$ cat config.mk
export PLATFORM = sky130hd
export DESIGN_NAME = heading_pid
export DESIGN_NICKNAME = d
export VERILOG_FILES = /design/src/rtl/heading_pid.sv
export SDC_FILE = /design/constraint.sdc
export NUM_CORES = 1
export LEC_CHECK = 0
export BUFFER_PORTS_ARGS = -buffer_cell sky130_fd_sc_hd__buf_4
export CORE_MARGIN = 10
export CORE_UTILIZATION = 48
export DETAILED_ROUTE_END_ITERATION = 8
export PLACE_DENSITY = 0.75
export SLEW_MARGIN = 15
export SYNTH_ARGS = -nofsm -noshare
export SYNTH_HDL_FRONTEND = slang
export SYNTH_SLANG_ARGS = --single-unit
$ cat constraint.sdc
create_clock -name clk -period 4.95 [get_ports clk]
set_input_delay 0.495 -clock clk [delete_from_list [all_inputs] [get_ports clk]]
set_output_delay 0.495 -clock clk [all_outputs]
set_load 0.05 [all_outputs]
$ cat src/rtl/heading_pid.sv
// Three-stage heading PID: error capture, P/I/D term formation, then
// summation and differential steering of the forward speed into motor commands.
module heading_pid #(
    parameter logic signed [5:0] P_COEFF = 6'sd16,
    parameter logic signed [4:0] D_COEFF = 5'sd7
) (
    input  logic                clk,
    input  logic                rst_n,
    input  logic                moving,
    input  logic                err_vld,
    input  logic signed [11:0]  error,
    input  logic        [9:0]   frwrd,
    output logic signed [10:0]  lft_spd,
    output logic signed [10:0]  rght_spd,
    output logic                spd_vld
);

    logic signed [9:0]  e_q, e_d;
    logic signed [9:0]  prev1_q, prev1_d;
    logic signed [9:0]  prev2_q, prev2_d;
    logic signed [14:0] p_q, p_d;
    logic signed [14:0] integ_q, integ_d;
    logic signed [12:0] d_q, d_d;
    logic               v1_q, v1_d;
    logic               v2_q, v2_d;
    logic signed [10:0] lft_q, lft_d;
    logic signed [10:0] rght_q, rght_d;
    logic               spd_vld_q, spd_vld_d;

    logic signed [9:0]  e_sat;
    logic signed [15:0] integ_sum;
    logic signed [10:0] diff;
    logic signed [7:0]  diff_sat;
    logic signed [14:0] pid;
    logic signed [12:0] s_ext;
    logic signed [12:0] lsum;
    logic signed [12:0] rsum;

    always_comb begin
        e_sat     = error[9:0];
        integ_sum = {integ_q[14], integ_q} + {{6{e_q[9]}}, e_q};
        diff      = {e_q[9], e_q} - {prev2_q[9], prev2_q};
        diff_sat  = diff[7:0];
        pid       = p_q + {{6{integ_q[14]}}, integ_q[14:6]} + {{2{d_q[12]}}, d_q};
        s_ext     = 13'(pid >>> 3);
        lsum      = {3'b000, frwrd} + s_ext;
        rsum      = {3'b000, frwrd} - s_ext;

        if (error > 12'sd511) begin
            e_sat = 10'sd511;
        end else if (error < -12'sd512) begin
            e_sat = -10'sd512;
        end
        if (diff > 11'sd127) begin
            diff_sat = 8'sd127;
        end else if (diff < -11'sd128) begin
            diff_sat = -8'sd128;
        end

        e_d       = e_q;
        prev1_d   = prev1_q;
        prev2_d   = prev2_q;
        p_d       = p_q;
        integ_d   = integ_q;
        d_d       = d_q;
        lft_d     = lft_q;
        rght_d    = rght_q;
        v1_d      = err_vld;
        v2_d      = v1_q;
        spd_vld_d = v2_q;

        if (err_vld) begin
            e_d = e_sat;
        end

        if (v1_q) begin
            p_d = {{5{e_q[9]}}, e_q} * {{9{P_COEFF[5]}}, P_COEFF};
            d_d = {{5{diff_sat[7]}}, diff_sat} * {{8{D_COEFF[4]}}, D_COEFF};
            if (integ_sum > 16'sd16383) begin
                integ_d = 15'sd16383;
            end else if (integ_sum < -16'sd16384) begin
                integ_d = -15'sd16384;
            end else begin
                integ_d = integ_sum[14:0];
            end
            prev2_d = prev1_q;
            prev1_d = e_q;
        end

        // integ_q is already post-update here, so I_term reflects this sample
        if (v2_q) begin
            if (lsum > 13'sd1023)       lft_d = 11'sd1023;
            else if (lsum < -13'sd1024) lft_d = -11'sd1024;
            else                        lft_d = lsum[10:0];
            if (rsum > 13'sd1023)       rght_d = 11'sd1023;
            else if (rsum < -13'sd1024) rght_d = -11'sd1024;
            else                        rght_d = rsum[10:0];
        end

        // Stopping flushes the pipeline and all history, not just the outputs
        if (!moving) begin
            e_d       = '0;
            prev1_d   = '0;
            prev2_d   = '0;
            p_d       = '0;
            integ_d   = '0;
            d_d       = '0;
            lft_d     = '0;
            rght_d    = '0;
            v1_d      = 1'b0;
            v2_d      = 1'b0;
            spd_vld_d = 1'b0;
        end
    end

    always_ff @(posedge clk or negedge rst_n) begin
        if (!rst_n) begin
            e_q       <= '0;
            prev1_q   <= '0;
            prev2_q   <= '0;
            p_q       <= '0;
            integ_q   <= '0;
            d_q       <= '0;
            lft_q     <= '0;
            rght_q    <= '0;
            v1_q      <= 1'b0;
            v2_q      <= 1'b0;
            spd_vld_q <= 1'b0;
        end else begin
            e_q       <= e_d;
            prev1_q   <= prev1_d;
            prev2_q   <= prev2_d;
            p_q       <= p_d;
            integ_q   <= integ_d;
            d_q       <= d_d;
            lft_q     <= lft_d;
            rght_q    <= rght_d;
            v1_q      <= v1_d;
            v2_q      <= v2_d;
            spd_vld_q <= spd_vld_d;
        end
    end

    assign lft_spd  = lft_q;
    assign rght_spd = rght_q;
    assign spd_vld  = spd_vld_q;

endmodule

# --- Word level (Yosys, flattened, before mapping) ---
# Cells that the tools add are included.
totals:
  regBits: 98
  in_bits: 26
  out_inout_bits: 23
  elab_cells: 60
classes:
  eq_ne: 3
  muxes: 29
  multipliers: 1
  order_cmp: 10
  n_addsub: 6
ops:
  columns: ["operator", "count"]
  rows:
  - ["15-bit two-way mux", 6]
  - ["11-bit two-way mux", 8]
  - ["10-bit two-way mux", 8]
  - ["15-bit adder", 2]
  - ["13-bit by 11-bit > comparator with 1-bit output (second input constant)", 2]
  - ["13-bit by 11-bit less-than comparator with 1-bit output (second input constant)", 2]
  - ["13-bit two-way mux", 2]
  - ["15-bit by 10-bit adder with 16-bit output", 1]
  - ["16-bit by 15-bit > comparator with 1-bit output (second input constant)", 1]
  - ["16-bit by 15-bit less-than comparator with 1-bit output (second input constant)", 1]
  - ["8-bit two-way mux", 2]
  - ["11-bit by 12-bit adder with 13-bit output", 1]
  - ["11-bit by 12-bit subtractor with 13-bit output", 1]
  - ["12-bit by 10-bit > comparator with 1-bit output (second input constant)", 1]
  - ["12-bit by 10-bit less-than comparator with 1-bit output (second input constant)", 1]
  - ["8-bit by 4-bit multiplier with 12-bit output (second input constant)", 1]
  - ["11-bit by 8-bit > comparator with 1-bit output (second input constant)", 1]
  - ["11-bit by 8-bit less-than comparator with 1-bit output (second input constant)", 1]
  - ["10-bit by 10-bit subtractor with 11-bit output", 1]
  - ["2-bit by 1-bit != test with 1-bit output (second input constant)", 3]
  - ["1-bit two-way mux", 3]

# --- Depth between registers and ports, before layout ---
# Gate-level depths: netlist (run 1).
depth:
  ltp_word: 8
  ltp_mapped: 26
  ltp_nobuf: 25

# --- Worst setup path after synthesis (run 1) ---
# No wires, ideal clock.
synth_timing:
  kind: "reg-to-reg"
  from: "register e_q[0]"
  to: "register d_q[7]"
  n_path_buf: 1
  required_ns: 4.828
  synth_period_minus_slack_ns: 5.078
  setup_ns: 0.122
  arrival_time_ns: 4.957
  path_stages_with_launch: 25
  setup_slack_ns: -0.128
  cell_sequence: "dfrtp_1 inv_1 ha_1 inv_1 fa_1 a211oi_1 o21ai_0 a41o_1 inv_1 o31ai_1 clkbuf_1 a21oi_1 inv_1 ha_1 inv_1 fa_1 inv_1 ha_1 nor2_1 nor2_1 o21ai_0 a21o_1 o31ai_2 or3_1 a32o_1"
synth_via:
  elab_chain_cells: 7
  elab_cells_between_ends: 8
  cone_classes: "add/sub: 1; mul: 1; order compare: 2; mux: 4"
synth_rtl:
  columns: ["item", "line_no", "text"]
  rows:
  - ["start, declared", "18", "logic signed [9:0] e_q, e_d;"]
  - ["start signal, assigned", "118", "e_q <= '0;"]
  - ["start signal, assigned", "130", "e_q <= e_d;"]
  - ["10-bit by 10-bit subtractor with 11-bit output (*)", "42", "diff = {e_q[9], e_q} - {prev2_q[9], prev2_q};"]
  - ["11-bit by 8-bit less-than comparator with 1-bit output", "56", "end else if (diff < -11'sd128) begin"]
  - ["8-bit two-way mux", "56", null]
  - ["8-bit two-way mux (*)", "54", "if (diff > 11'sd127) begin"]
  - ["8-bit by 4-bit multiplier with 12-bit output (*)", "78", "d_d = {{5{diff_sat[7]}}, diff_sat} * {{8{D_COEFF[4]}}, D_COEFF};"]
  - ["13-bit two-way mux (*)", "76", "if (v1_q) begin"]
  - ["13-bit two-way mux (*)", "101", "if (!moving) begin"]
  - ["end signal, assigned", "123", "d_q <= '0;"]
  - ["end signal, assigned", "135", "d_q <= d_d;"]
  - ["end, declared", "23", "logic signed [12:0] d_q, d_d;"]
# Mark *: on every way between the ends. The rest lies on a longest branch, timed or not. The select of a mux whose other input is x is not followed.
# A chain may end at the register's enable or synchronous reset.

# --- Worst setup path in the final report (run 1) ---
layout_timing:
  from: "register e_q[3]"
  to: "register d_q[7]"
# Same word-level chain as after synthesis.

==> summary.txt, run 1 <==
Filler instances - 1261
Die Span Y - 142 um
Hold Path Class - primary input to asynchronous set/reset pin
Die ar. - 20300 um^2
Crit-path max FO - 8
GP Congestion - 0.872
Critical path launch point type - flop
HPWL Detailed - 13500 um
Initial cell density of the core - 49.3%
FF+latch count, synth - 82
DR pass1 iterations - 5
Sw frac - 45.5%
GRT Util Overall - 16.9%
IO buf count - 48
Hold_ws - 0.0389 ns
Initial antenna violation count - 0
Syn_nets - 947
Largest net degree at the start of global routing - 59
Final Cell Area - 8510 um^2
Status - finished, final reports clean
Ant. Diodes - 0
TritonCTS clock tree - done
CP required - 5.19 ns
Vias - 6085
Share of cells above drive strength 1 - 17.6%
Arr. time, crit path - 4.99 ns
Mapped Area - 7200 um^2
Cts bufs inserted - 9
Setup Skew - 0.00879 ns
Setup CP Type - flop to flop
Cell count after synthesis - 826
Avg Inst Size Synth - 8.71 um^2
Area delta synth->final - 18.2%
Post-synth ARST share - 100%
Measured slew at the worst slew-check pin - 0.868 ns
Number of library cell types mapped by synthesis - 68
H-tree Lvls - 3
Vias per cell - 5.57
Avg WL per Cell - 15.9 um
Final min period - 4.75 ns
Clk_lat worst skew - 0.35 ns
Sw Pwr - 2.01 mW
Post-CTS Hold Fix Bufs - 0
Die W - 142 um
Fin crit share - 95.9%
Max-Cap Viols - 0
Pleak - 4.08 nW
Antenna Nets Post-Route - 0
I/O pin total - 49
Internal power - 2.40 mW
TritonCTS sink count - 82
Vias in the first global route - 5849
Peak supply drop - 321 uV
Core Region - 14600 um^2
Relative max-transition margin - 42.1%
Pwr dens - 518 nW/um^2
Reg2reg path depth - 18
Initial DRC count - 325
R2R Setup Slk - 0.20 ns
Yosys warns - 0
Clock Pin Slew Worst Setup and Hold Paths - 0.06 ns
Max clock buf depth - 2
Logic pwr share - 66.7%
Count of final hold-check violations - 0
CP endpoint kind - flop
Commonest non-fill, non-tap cell in the layout - inv_1
Row cnt - 44
Most frequent cells in the layout - 90 x inv_1, 88 x buf_4, 82 x dfrtp_1
Global-route wire length before repair - 28300 um
NumNets Final - 1024
Core Util, Final - 58.3%
Drt drc - 0
Final wirelength - 17400 um
Grt total ovfl - 0
RSZ-0062 raised after global routing - yes
Reg power frac - 18.7%
Capture point of the worst reg-to-reg path - d_q[7]
Max Transition Viols Final - 0
Fmax - 211 MHz
Seq/Total Area, Yosys - 28.5%
Placed cell area - 7960 um^2
Root Buffer - clkbuf_16
Worst r2r src - e_q[3]
Primary FF master, synth - dfrtp_1
EDFF count, synth - 0
Final setup vio count - 0
Clk pwr share - 14.6%
-- sequential cells by signal, summed over array words and instances (netlist names) --
name and count:
d_q 12, e_q 10, integ_q 15, lft_spd 11, p_q 1, prev1_q 9, prev2_q 10, rght_spd 11
spd_vld 1, v1_q 1, v2_q 1
-- worst max path at each step --
stage	end	from	cells past startpoint	slack, ns
after global routing	d_q[10]	e_q[3]	22	-0.05
after floorplan	d_q[7]	e_q[0]	24	0.04
after CTS	d_q[7]	e_q[0]	24	0.02
after detailed placement	d_q[7]	e_q[0]	21	-0.07
after global placement	lft_spd[9]	prev1_q[0]	18	0.06
final	d_q[7]	e_q[3]	18	0.20
-- power by group through the flow --
stage	Sequential (mW)	Combinational, mW	Clock, mW
after CTS	0.822	2.72	0.662
after global placement	0.832	2.63	0
after global routing	0.833	3.24	0.682
final	0.823	2.94	0.642
after detailed placement	0.834	2.69	0
after floorplan	0.970	1.87	0
-- kinds of logic (layout without fill, tap and decap cells) --
logic type	count (synthesis)	in the layout	share of synthesized area (%)
XOR/XNOR	49	49	5.96
multiplexers	27	27	3.76
flip-flops	82	82	28.5
AND/OR/NAND/NOR	244	244	16.4
AO/OA/AOI/OAI	211	211	20.6
adder cells (fa/ha/maj)	95	95	18.5
buffers and inverters	118	200	6.29
-- layer usage --
metal / vias to the layer above / global-route usage [%] / routed length (um)
met5: - / 0 / 0
met4: 0 / 4.58 / 240
met3: 17 / 4.61 / 906
met2: 126 / 28.2 / 8470
met1: 2906 / 21.0 / 7730
li1: 3036 / - / -
-- critical path: stages (launching register included) --
cell	delay, ns
dfrtp_1	0.39
ha_1	0.31
and2_4	0.17
a221o_1	0.33
o21ba_2	0.23
o211ai_1	0.44
a31oi_4	0.22
buf_4	0.20
a31o_2	0.25
ha_1	0.29
inv_1	0.05
fa_1	0.49
inv_1	0.04
ha_1	0.33
o21ai_2	0.10
a21o_1	0.12
o31ai_2	0.08
or3_1	0.34
a32o_1	0.27
-- layout make-up --
cell class	instances	area [um^2]	area share, %
flip-flops and latches	82	2050	24.1
repair buffers	91	688	8.09
inverters	93	349	4.10
clock inverters	4	26.3	0.309
clock buffers	12	256	3.02
well taps	184	230	2.71
multi-input cells	626	4900	57.7
-- synth_stat cells, drive strengths merged, types with 4 or more instances --
cell type | number | area, um^2
a31o | 4 | 35.0
and2 | 8 | 52.6
inv | 92 | 345
a21oi | 35 | 175
nor2 | 68 | 255
xnor2 | 41 | 359
mux2i | 27 | 270
nor3 | 18 | 90.1
clkbuf | 21 | 78.8
a211o | 4 | 35.0
nand2b | 10 | 62.6
nand2 | 66 | 248
o21bai | 8 | 60.1
dfrtp | 82 | 2050
a221o | 12 | 120
o211ai | 17 | 128
a21o | 12 | 90.1
a31oi | 6 | 37.5
o21ai | 53 | 265
nand4 | 4 | 25.0
fa | 19 | 380
a32o | 4 | 40.0
ha | 76 | 951
nand3 | 11 | 55.1
a211oi | 5 | 42.5
nor2b | 38 | 238
o311ai | 4 | 35.0
o21a | 11 | 82.6
xor2 | 8 | 70.1
or3 | 7 | 43.8
o211a | 4 | 40.0
a2111oi | 5 | 50.0
-- what timing repair did --
action	in CTS	in global routing
gates cloned	0	2
endpoints found under the setup margin	15	25
resized for setup	4	55
pin swaps	1	10
setup buffers	1	3
-- stage by stage --
stage	cells	setup slack, ns	setup TNS [ns]	total power [mW]
after CTS	1087	0.0157	0	4.20
after floorplan	826	0.0368	0	2.84
after detailed placement	1070	-0.0696	-0.330	3.53
after global placement	1070	0.0609	0	3.47
final	1092	0.203	0	4.40
after global routing	1092	-0.0492	-0.127	4.76
No activity file was read; power rests on OpenSTA's default activity.
==> inputs of run 2 (changes only) <==
REMOVE_ABC_BUFFERS = 1   (was not set)
==> run 2 against run 1 <==
Register-to-register slack got worse by 0.03 ns. Clock skew fell by 0.00057 ns. Die area did not move. Critical path depth rose by 4. Largest cell class unchanged. Cell count rose by 0.64%. Worst setup slack got worse by 0.034 ns. Routed wire length rose by 4.5%. Total power rose by 4.2%. Sequential share of layout area fell by 0.33 points. First-iteration DRC count rose by 34%.
==> summary.txt, run 2 (synthesis gave the netlist of run 1 again) <==
Max clock buf depth - 2
Largest register FFs - 15
RSZ-0062 raised after global routing - yes
Initial antenna violation count - 0
Vias in the first global route - 5848
Post-CTS Hold Fix Bufs - 0
Hold_ws - 0.304 ns
Fmax - 209 MHz
TritonCTS sink count - 82
Pleak - 4.13 nW
NumNets Final - 1032
Max Transition Viols Final - 0
CP endpoint kind - flop
Biggest regs - integ_q (15), d_q (12)
Register Area - 2050 um^2
Count of final hold-check violations - 0
Crit-path max FO - 6
Setup CP Type - flop to flop
Area delta synth->final - 19.9%
CP required - 5.19 ns
Final wirelength - 18100 um
Die W - 142 um
Share of cells above drive strength 1 - 19.5%
Final setup vio count - 0
Setup Skew - 0.00822 ns
R2R Setup Slk - 0.17 ns
Worst Path Buf+Inv - 6
I/O pin total - 49
Die Span Y - 142 um
Pwr dens - 532 nW/um^2
TritonCTS clock tree - done
HPWL Detailed - 13500 um
Fin crit share - 96.6%
DR pass1 iterations - 5
Setup crit end - d_q[7]
Biggest register - integ_q
Relative max-transition margin - 29.1%
Global-route wire length before repair - 28500 um
CP peak stage delay - 0.46 ns
Peak supply drop - 311 uV
Avg WL per Cell - 16.5 um
Capture point of the worst reg-to-reg path - d_q[7]
GP Congestion - 0.919
Root Buffer - clkbuf_16
Measured slew at the worst slew-check pin - 1.06 ns
Clock Pin Slew Worst Setup and Hold Paths - 0.06 ns
Vias - 6255
Critical path cell sequence - inv_1 -> ha_1 -> inv_1 -> fa_1 -> a211oi_2 -> o21ai_2 -> a41o_1 -> inv_2 -> o31ai_2 -> buf_4 -> buf_4 -> a21o_1 -> ha_1 -> fa_1 -> ha_1 -> inv_2 -> nor2_1 -> o21ai_2 -> a21o_1 -> o31ai_2 -> or3_1 -> a32o_1
Worst r2r src - e_q[0]
Most frequent cells in the layout - 96 x buf_4, 86 x inv_1, 81 x dfrtp_1
CP delay by family, top - adder cells
Arr. time, crit path - 5.02 ns
Critical path launch point type - flop
Sw frac - 45.2%
Internal power - 2.51 mW
Reg power frac - 17.8%
Clk_lat worst skew - 0.35 ns
Sw Pwr - 2.07 mW
CP Depth - 22
Hold Path Class - primary input to asynchronous set/reset pin
Reg2reg path depth - 22
Core Region - 14600 um^2
CP startpoint - e_q[0]
Commonest non-fill, non-tap cell in the layout - buf_4
Drt drc - 0
Ant. Diodes - 0
Max-Cap Viols - 0
GRT Util Overall - 17.0%
CP most frequent cell - ha_1
Row cnt - 44
Die ar. - 20300 um^2
Clk pwr share - 14.9%
Initial DRC count - 436
Vias per cell - 5.69
Logic pwr share - 67.2%
Cts bufs inserted - 9
IO buf count - 48
Grt total ovfl - 0
Filler instances - 1250
Initial cell density of the core - 49.3%
Largest net degree at the start of global routing - 83
Area occupied by multi-input gates - 4960 um^2
Final min period - 4.78 ns
H-tree Lvls - 3
Status - finished, final reports clean
Antenna Nets Post-Route - 0
Core Util, Final - 59.2%
Slowest CP cell - fa_1
## run 2: repair_timing
| item | 4_1_cts | 5_1_grt |
|---|---|---|
| cloned | 0 | 2 |
| gates resized for setup | 5 | 66 |
| setup endpoints to repair | 12 | 25 |
| pin swaps | 0 | 32 |
| setup buffers | 0 | 10 |
## run 2: final cells by class
type,instances,area share (%)
Timing Repair Buffer,99,8.67
Multi-Input combinational cell,626,57.4
Inverter,93,4.04
Clock buffer,11,2.81
Clock inverter,4,0.594
Tap cell,184,2.67
Sequential cell,82,23.8
## run 2: layer usage
layer / wire length [um] / GRT usage [%] / share of wire (%) / up-vias
li1: - / - / - / 3070
met1: 8330 / 22.4 / 46 / 2982
met2: 8470 / 27.6 / 47 / 175
met3: 1000 / 3.17 / 5.5 / 28
met4: 325 / 5.06 / 1.8 / 0
met5: 0 / 0 / 0 / -
## run 2: power by group through the flow
stage | Clock (mW) | Sequential (mW) | Combinational, mW
final | 0.685 | 0.818 | 3.08
after global routing | 0.721 | 0.828 | 3.43
after CTS | 0.697 | 0.818 | 2.74
after detailed placement | 0 | 0.831 | 2.71
after global placement | 0 | 0.825 | 2.65
after floorplan | 0 | 0.974 | 1.85
## run 2: worst min path at each step
stage | start | to | slack [ns] | depth (start not counted)
after global placement | integ_q[2] | integ_q[2] | 0.45 | 2
after CTS | rst_n | rght_spd[8] | 0.38 | 1
after floorplan | rst_n | d_q[0] | 0.20 | 0
final | rst_n | lft_spd[10] | 0.30 | 1
after global routing | rst_n | rght_spd[8] | 0.41 | 1
after detailed placement | integ_q[5] | integ_q[5] | 0.47 | 2
## run 2: stage by stage
stage	worst slack [ns]	total power, mW	std cells	area, um^2	TNS [ns]
6_report	0.169	4.59	1099	8630	0
3_3_place_gp	0.0584	3.47	1072	7980	0
4_1_cts	0.00724	4.26	1087	8280	0
2_1_floorplan	-0.270	2.82	801	7090	-0.853
3_5_place_dp	-0.0603	3.54	1072	7980	-0.504
5_1_grt	-0.0656	4.98	1099	8630	-0.451
==> inputs of run 3 (changes only) <==
CTS_BUF_LIST = sky130_fd_sc_hd__clkbuf_16   (was not set)
==> run 3 against run 2 <==
Register-to-register slack about the same. First-iteration DRC count shrank 3.4%. Die area unchanged. Largest power group unchanged. Critical path depth shrank 3. Highest routed layer unchanged. Combinational power is essentially flat.
==> summary.txt, run 3 (synthesis gave the netlist of run 1 again) <==
Most used routing layer - met2
Critical path cell sequence - ha_1 -> and2_4 -> a221o_1 -> o21ba_2 -> o211ai_1 -> o31ai_2 -> buf_4 -> buf_4 -> a21o_1 -> ha_1 -> fa_1 -> ha_1 -> inv_2 -> nor2_1 -> o21ai_2 -> a21o_1 -> o31ai_2 -> or3_1 -> a32o_1
CP delay by family, top - compound AO/OA/AOI/OAI gates
Cts bufs inserted - 9
Worst r2r src - e_q[3]
Core Region - 14600 um^2
Largest register FFs - 15
Filler instances - 1250
Grt total ovfl - 0
Drt drc - 0
Final wirelength - 18000 um
Peak supply drop - 313 uV
Setup Skew - 0.00848 ns
Crit-path max FO - 6
Vias per cell - 5.67
Antenna Nets Post-Route - 0
CP most frequent cell - ha_1
Row cnt - 44
IO buf count - 48
GP Congestion - 0.919
Avg WL per Cell - 16.4 um
I/O pin total - 49
Reg2reg path depth - 19
Status - finished, final reports clean
Hold_ws - 0.316 ns
Slowest CP cell - fa_1
Biggest regs - integ_q (15), d_q (12)
Relative max-transition margin - 29.2%
Initial DRC count - 421
TritonCTS sink count - 82
Vias - 6229
Largest net degree at the start of global routing - 83
Vias in the first global route - 5814
Most frequent cells in the layout - 96 x buf_4, 87 x inv_1, 81 x dfrtp_1
Share of cells above drive strength 1 - 19.3%
Area occupied by multi-input gates - 4960 um^2
NumNets Final - 1032
Die W - 142 um
GRT Util Overall - 16.9%
Max Transition Viols Final - 0
Arr. time, crit path - 5.02 ns
Register Area - 2050 um^2
Commonest non-fill, non-tap cell in the layout - buf_4
DR pass1 iterations - 5
Die ar. - 20300 um^2
CP required - 5.19 ns
TritonCTS clock tree - done
H-tree Lvls - 3
HPWL Detailed - 13500 um
GR Layer Usage met2 - 27.5%
Biggest register - integ_q
Pleak - 4.13 nW
Max-Cap Viols - 0
Fin crit share - 96.5%
Initial cell density of the core - 49.3%
Core Util, Final - 59.1%
Setup TNS - 0 ns
Post-CTS Hold Fix Bufs - 0
Pwr dens - 531 nW/um^2
Die Span Y - 142 um
GR Util met1 - 22.2%
Root Buffer - clkbuf_16
Max clock buf depth - 2
CP endpoint kind - flop
Count of final hold-check violations - 0
Initial antenna violation count - 0
Met3 Resource Use GR - 3.17%
Fmax - 209 MHz
Final setup vio count - 0
Measured slew at the worst slew-check pin - 1.06 ns
CP peak stage delay - 0.46 ns
Critical path launch point type - flop
R2R Setup Slk - 0.17 ns
RSZ-0062 raised after global routing - yes
Clk_lat worst skew - 0.35 ns
Global-route wire length before repair - 28300 um
Final min period - 4.78 ns
Area delta synth->final - 19.8%
Clock Pin Slew Worst Setup and Hold Paths - 0.06 ns
Setup CP Type - flop to flop
Hold Path Class - primary input to asynchronous set/reset pin
Capture point of the worst reg-to-reg path - d_q[7]
Worst Path Buf+Inv - 3
Ant. Diodes - 0
## run 3: cell types whose count changed in the layout (fill, tap and decap cells not counted), sizes merged
cell / change
clkbuf: -2
inv: +1
clkinv: +1
## run 3: report_power, final
part | internal (mW) | switching (mW) | leakage, nW | total [mW]
clock | 0.386 | 0.283 | 0.141 | 0.669
sequential | 0.756 | 0.0622 | 1.12 | 0.819
combinational | 1.35 | 1.73 | 2.87 | 3.09
total | 2.50 | 2.08 | 4.13 | 4.58
## run 3: layout make-up
cell class | count | area share [%]
Sequential cell | 82 | 23.8
Clock inverter | 6 | 0.682
Timing Repair Buffer | 99 | 8.68
Clock buffer | 9 | 2.61
Multi-Input combinational cell | 626 | 57.5
Inverter | 93 | 4.05
Tap cell | 184 | 2.67
## run 3: per-stage QoR
step	power, mW	cell area, um^2	worst slack, ns	instances
global route	4.96	8620	-0.0656	1099
detailed placement	3.54	7980	-0.0603	1072
finish	4.58	8620	0.175	1099
CTS	4.24	8270	0.00702	1087
floorplan	2.82	7090	-0.270	801
global placement	3.47	7980	0.0584	1072
## run 3: how the worst max path moves through the flow
stage	to	cells past startpoint	from	slack [ns]
finish	d_q[7]	19	e_q[3]	0.17
global placement	lft_spd[9]	19	integ_q[14]	0.06
floorplan	d_q[7]	20	e_q[3]	-0.27
detailed placement	lft_spd[0]	19	prev1_q[0]	-0.06
CTS	lft_spd[0]	19	prev1_q[0]	0.007
global route	d_q[7]	23	e_q[0]	-0.07
## run 3: per-layer routing
layer	wire length (um)	vias up	part of all wire (%)
met3	1020	22	5.7
li1	-	3072	-
met2	8390	175	47
met1	8330	2960	46
met4	282	0	1.6
met5	0	-	0
## run 3: repair_timing
action                                  CTS  global route
setup buffers                             0            10
pin swaps                                 0            32
cloned                                    0             2
endpoints found under the setup margin   12            25
resized for setup                         5            66
## run 3: worst reg2reg max path, stage by stage, from the launching register on
cell and delay (ns):
dfrtp_1 0.38, ha_1 0.31, and2_4 0.16, a221o_1 0.38, o21ba_2 0.23, o211ai_1 0.35
o31ai_2 0.15, buf_4 0.17, buf_4 0.13, a21o_1 0.17, ha_1 0.31, fa_1 0.46
ha_1 0.32, inv_2 0.09, nor2_1 0.06, o21ai_2 0.18, a21o_1 0.12, o31ai_2 0.09
or3_1 0.34, a32o_1 0.26
